===== src/rtl/display_sequencer.sv =====
// Three-digit decimal display sequencer: an 8-bit load is converted to BCD by
// iterative double-dabble, committed atomically, then multiplexed onto a 7-seg.

// One BCD nibble of the double-dabble adjust: add 3 when the digit exceeds 4.
module display_sequencer_dabble (
  input  logic [3:0] nib,
  output logic [3:0] adj
);
  assign adj = (nib > 4'd4) ? 4'(nib + 4'd3) : nib;
endmodule

module display_sequencer #(
  parameter int unsigned SCAN_DIV = 1000,
  parameter bit          BLANK_LZ = 1'b1
) (
  input  logic       clk,
  input  logic       clear,
  input  logic [7:0] bus,
  input  logic       input_en,
  output logic       busy,
  output logic [6:0] display,
  output logic [2:0] display_en
);

  localparam int unsigned NUM_DIGITS = 3;
  localparam logic [1:0] IDLE    = 2'd0;
  localparam logic [1:0] CONVERT = 2'd1;
  localparam logic [1:0] COMMIT  = 2'd2;

  logic [1:0]  state;
  logic [2:0]  step;
  logic [19:0] sreg;
  logic [19:0] sreg_adj;
  logic [19:0] sreg_step;
  logic [7:0]  pend;
  logic        pend_valid;
  logic [NUM_DIGITS-1:0][3:0] digits;   // [0]=ones [1]=tens [2]=hundreds
  logic [15:0] presc;
  logic [1:0]  idx;

  assign busy = (state != IDLE);

  // BCD nibbles sit above the 8 binary bits; the binary part shifts through untouched.
  assign sreg_adj[7:0] = sreg[7:0];
  for (genvar g = 0; g < NUM_DIGITS; g++) begin : g_dabble
    display_sequencer_dabble u_dabble (
      .nib (sreg[8+4*g +: 4]),
      .adj (sreg_adj[8+4*g +: 4])
    );
  end
  assign sreg_step = sreg_adj << 1;

  always_ff @(posedge clk or posedge clear) begin
    if (clear) begin
      state      <= IDLE;
      step       <= 3'd0;
      sreg       <= 20'd0;
      pend       <= 8'd0;
      pend_valid <= 1'b0;
      digits     <= '0;
    end else begin
      case (state)
        IDLE: begin
          if (input_en) begin
            sreg  <= {12'd0, bus};
            step  <= 3'd0;
            state <= CONVERT;
          end
        end
        CONVERT: begin
          sreg <= sreg_step;
          step <= step + 3'd1;
          if (step == 3'd7) state <= COMMIT;
          if (input_en) begin
            pend       <= bus;
            pend_valid <= 1'b1;
          end
        end
        COMMIT: begin
          for (int i = 0; i < NUM_DIGITS; i++) digits[i] <= sreg[8+4*i +: 4];
          // A fresh request on the commit edge beats any queued one.
          if (input_en) begin
            sreg       <= {12'd0, bus};
            step       <= 3'd0;
            pend_valid <= 1'b0;
            state      <= CONVERT;
          end else if (pend_valid) begin
            sreg       <= {12'd0, pend};
            step       <= 3'd0;
            pend_valid <= 1'b0;
            state      <= CONVERT;
          end else begin
            state <= IDLE;
          end
        end
        default: state <= IDLE;
      endcase
    end
  end

  // Digit scan runs independently of the converter.
  always_ff @(posedge clk or posedge clear) begin
    if (clear) begin
      presc <= 16'd0;
      idx   <= 2'd0;
    end else if (presc == 16'(SCAN_DIV - 1)) begin
      presc <= 16'd0;
      idx   <= (idx == 2'd2) ? 2'd0 : idx + 2'd1;
    end else begin
      presc <= presc + 16'd1;
    end
  end

  function automatic logic [6:0] seg7(input logic [3:0] d);
    case (d)
      4'd0:    seg7 = 7'b1111110;
      4'd1:    seg7 = 7'b0110000;
      4'd2:    seg7 = 7'b1101101;
      4'd3:    seg7 = 7'b1111001;
      4'd4:    seg7 = 7'b0110011;
      4'd5:    seg7 = 7'b1011011;
      4'd6:    seg7 = 7'b1011111;
      4'd7:    seg7 = 7'b1110000;
      4'd8:    seg7 = 7'b1111111;
      4'd9:    seg7 = 7'b1111011;
      default: seg7 = 7'b0000000;
    endcase
  endfunction

  logic [3:0] cur_digit;
  logic       blank;

  always_comb begin
    cur_digit  = digits[0];
    blank      = 1'b0;
    display_en = 3'b110;
    case (idx)
      2'd1: begin
        cur_digit  = digits[1];
        blank      = BLANK_LZ && (digits[2] == 4'd0) && (digits[1] == 4'd0);
        display_en = 3'b101;
      end
      2'd2: begin
        cur_digit  = digits[2];
        blank      = BLANK_LZ && (digits[2] == 4'd0);
        display_en = 3'b011;
      end
      default: ;
    endcase
    display = blank ? 7'b0000000 : seg7(cur_digit);
  end

endmodule


===== config.mk =====
export PLATFORM = sky130hd
export DESIGN_NAME = display_sequencer
export DESIGN_NICKNAME = d
export VERILOG_FILES = /design/src/rtl/display_sequencer.sv
export SDC_FILE = /design/constraint.sdc
export NUM_CORES = 1
export LEC_CHECK = 0
export BUFFER_PORTS_ARGS = -buffer_cell sky130_fd_sc_hd__buf_4
export CAP_MARGIN = 20
export CORE_ASPECT_RATIO = 1.4
export CORE_UTILIZATION = 65
export CTS_CLUSTER_DIAMETER = 50
export DETAILED_ROUTE_END_ITERATION = 8
export PLACE_DENSITY = 0.85
export SLEW_MARGIN = 10
export SYNTH_ARGS = -nofsm -noshare
export SYNTH_HDL_FRONTEND = slang
export SYNTH_SLANG_ARGS = --single-unit
export TNS_END_PERCENT = 100

===== constraint.sdc =====
create_clock -name clk -period 3.94 [get_ports clk]
set_input_delay 0.591 -clock clk [delete_from_list [all_inputs] [get_ports clk]]
set_output_delay 0.591 -clock clk [all_outputs]
set_load 0.05 [all_outputs]

==> impl_results.md <==
* Reg2reg path depth at 6
* Die height at 89.29 um
* Post-DR vias/cell at 5.951
* Pwr Density at 567.4 nW/um^2
* Worst Max-Slew Pin Slew at 0.9278 ns
* # hold bufs at CTS at 0
* DRC viols at 0
* Number of inserted diodes at 0
* Cell variety after synth at 49
* Yosys reg bits at 64
* # rows at 31
* Die outline area at 5745 sq um
* Max clock buf depth at 2
* Clk_skew at 0.01259 ns
* All-Layer GR Usage at 0.2651
* Finish-stage setup viols at 0
* Largest net degree at the start of global routing at 46
* Fin area at 3953 sq um
* Maximum VDD drop at 0.4268 mV
* Family with the most delay on the worst path: adder cells
* Reg2reg start: state[0]
* Yosys top cell area share at 0.4528
* I/O pin cnt at 22
* R2R Setup Slk at 1.59 ns
* Die X at 64.35 um
* Status: finished clean
* Critical path cell sequence: inv_1 -> ha_1 -> mux2i_1 -> inv_1 -> ha_1 -> mux2_2 -> a211oi_2 -> buf_4
* Final setup TNS at 0 ns
* Fin crit period at 3.588 ns
* Async SR Flop Fraction at 1.000
* Via count at 2565
* CTS tree: done
* WS Path Type: reg2out
* Achievable Freq at 278.7 MHz
* Initial antenna violation count at 0
* Arrival time at the worst endpoint at 3.00 ns
* Sequential-to-total area share from yosys stat at 0.4528
* DRT iter0 DRCs at 206
* DRT Pass-1 Iters at 4
* Leading area contributor after synthesis: dfrtp_1
* Clock Pin Slew Worst Setup and Hold Paths at 0.08 ns
* CP max FO at 10
* Netlist Area Pre-Place at 3537 sq um
* Mux share of post-synthesis cell area at 0.1068
* Hold Crit Class: in2async
* Clock Latency Late Sink at 0.35 ns
* Final ANT Viol Nets at 0
* Total CTS buffers at 9
* Leak pwr at 1.839 nW
* Clock group share of total power at 0.253
* CP max stage delay at 0.57 ns
* Avg WL per Cell at 15.55 um
* Adder-Cell Fraction of Synth Area at 0.07428
* Core ar. at 5197 sq um
* Sequential share of power at 0.380
* Port buffer count at 21
* Post-synthesis simple-gate area fraction at 0.1143
* CTS H-tree depth at 3
* Mapped Nets at 369
* Compound-cell area share of the yosys netlist at 0.1638
* Synth Warn # at 0
* Syn avg cell area at 10.50 sq um
* Switching share of power at 0.3767
* Net Sw Power at 0.0008449 W
* Initial core utilization at 0.6805
* Largest cells by area after synthesis: dfrtp_1 (45%), mux2_2 (8.0%), ha_1 (7.4%), a22o_1 (4.7%), o21ai_0 (3.5%)
* Synthesis-to-layout area growth at 11.74%
* Gate Count Post-Synth at 337
* Number of synthesized flops with an enable pin at 0
* CP bufs+invs at 3
* Grt ovf at 0
* Period utilisation layout at 0.9105
* Layout cell share with drive strength beyond 1 at 0.2274
* Unrepaired setup endpoints after global routing: no
* Internal power at 0.001398 W
* Most used DFF post-synth: dfrtp_1
* Clk sinks at 64
* PostCTS Resize Cnt at 0
* Postcts setup bufs at 0
* Relative slew slack at 0.3806
* Comb pwr share at 0.367
* Final #Nets at 392
* Final WL at 6703 um
* CP startpoint kind: flip-flop
* Slew Limit Fails at 0
* Worst Setup End Kind: primary output
* CP required at 3.35 ns
* FF-to-FF End: sreg[19]
* Hold Vio Cnt, Final at 0
* Worst path slowest cell: ha_1
* First-pass GRT wire length at 11560 um
* Root buffer cell: clkbuf_8
* Vias in the first global route at 2550
* Max_cap viols at 0
* Synth Area in XOR/XNOR at 0.04457
* Area after DPL at 3750 sq um
* DP HPWL at 4751 um
* Gp weighted congestion at 0.7917
* Largest family of logic cells by synthesized area: compound AO/OA/AOI/OAI gates
==> logic make-up (layout without fill, tap and decap cells) <==
logic type               Yosys count  count (layout)
adder cells (fa/ha/maj)           21              21
multiplexers                      33              33
buffers and inverters             36              64
flip-flops                        64              64
AND/OR/NAND/NOR                   78              78
XOR/XNOR                          18              18
AO/OA/AOI/OAI                     87              87
==> flip-flops by register name, summed over array words and instances (netlist names) <==
| signal | cells |
|---|---|
| sreg | 20 |
| presc | 16 |
| digits | 12 |
| pend | 8 |
| step | 3 |
| idx | 2 |
| state | 2 |
| pend_valid | 1 |
==> area by class of cell <==
type	instances	area, sq um
Tap cell	66	82.58
Inverter	23	86.33
Clock buffer	9	123.9
Fill cell	355	1245
Multi-Input combinational cell	237	1792
Sequential cell	64	1602
Clock inverter	7	78.83
Timing Repair Buffer	25	187.7
==> cells in the mapped netlist (4+ instances only) <==
master	count
mux2i_1	6
nand3_1	8
ha_1	21
clkbuf_1	6
nand2_1	19
xnor2_1	9
inv_1	23
a22oi_1	4
o21ai_0	25
dfrtp_1	64
a22o_1	19
mux2_2	25
xor2_1	9
nor3_1	11
a21oi_1	19
nor2_1	17
==> worst max-delay path by stage <==
stage / startpoint / endpoint / cells after the start
2_1_floorplan: idx[0] / display[1] / 8
3_3_place_gp: idx[0] / display[3] / 8
3_5_place_dp: idx[1] / display[3] / 8
4_1_cts: idx[0] / display[3] / 8
5_1_grt: idx[0] / display[6] / 8
6_report: idx[0] / display[3] / 8
==> layer usage <==
layer | track usage | wire length [um]
met1 | 0.3071 | 2845
met2 | 0.4699 | 3514
met3 | 0.05357 | 163
met4 | 0.1273 | 180
met5 | 0 | 0
==> placed cells by master, fill, tap and decap left out, types with 9 or more instances in the layout <==
cell      netlist  routed
dfrtp_1        64      64
mux2_2         25      25
o21ai_0        25      25
buf_4           2      25
inv_1          23      22
ha_1           21      21
nand2_1        19      19
a21oi_1        19      19
a22o_1         19      19
nor2_1         17      17
nor3_1         11      11
xnor2_1         9       9
xor2_1          9       9
clkbuf_8        0       9
==> per-stage QoR <==
stage            util  power, W  hold slack, ns  cells  worst slack (ns)
3_3_place_gp   0.7200  0.001641          0.4508    414            0.8795
2_1_floorplan       -  0.001495          0.4225    337           0.01416
5_1_grt        0.7605  0.002389          0.4789    431            0.1350
3_5_place_dp   0.7215  0.001680          0.4601    415            0.7543
4_1_cts        0.7605  0.002253          0.4730    431            0.3795
6_report       0.7605  0.002243          0.4480    431            0.3524
==> power groups by stage <==
stage | registers [W] | logic, W | clock network [W]
final | 0.000852 | 0.000824 | 0.000567
after floorplan | 0.000841 | 0.000654 | 0
after global routing | 0.000866 | 0.000914 | 0.000609
after CTS | 0.000851 | 0.000823 | 0.000579
after global placement | 0.000858 | 0.000783 | 0
after detailed placement | 0.000864 | 0.000816 | 0
Note: power is estimated with default switching activity, not from simulation.
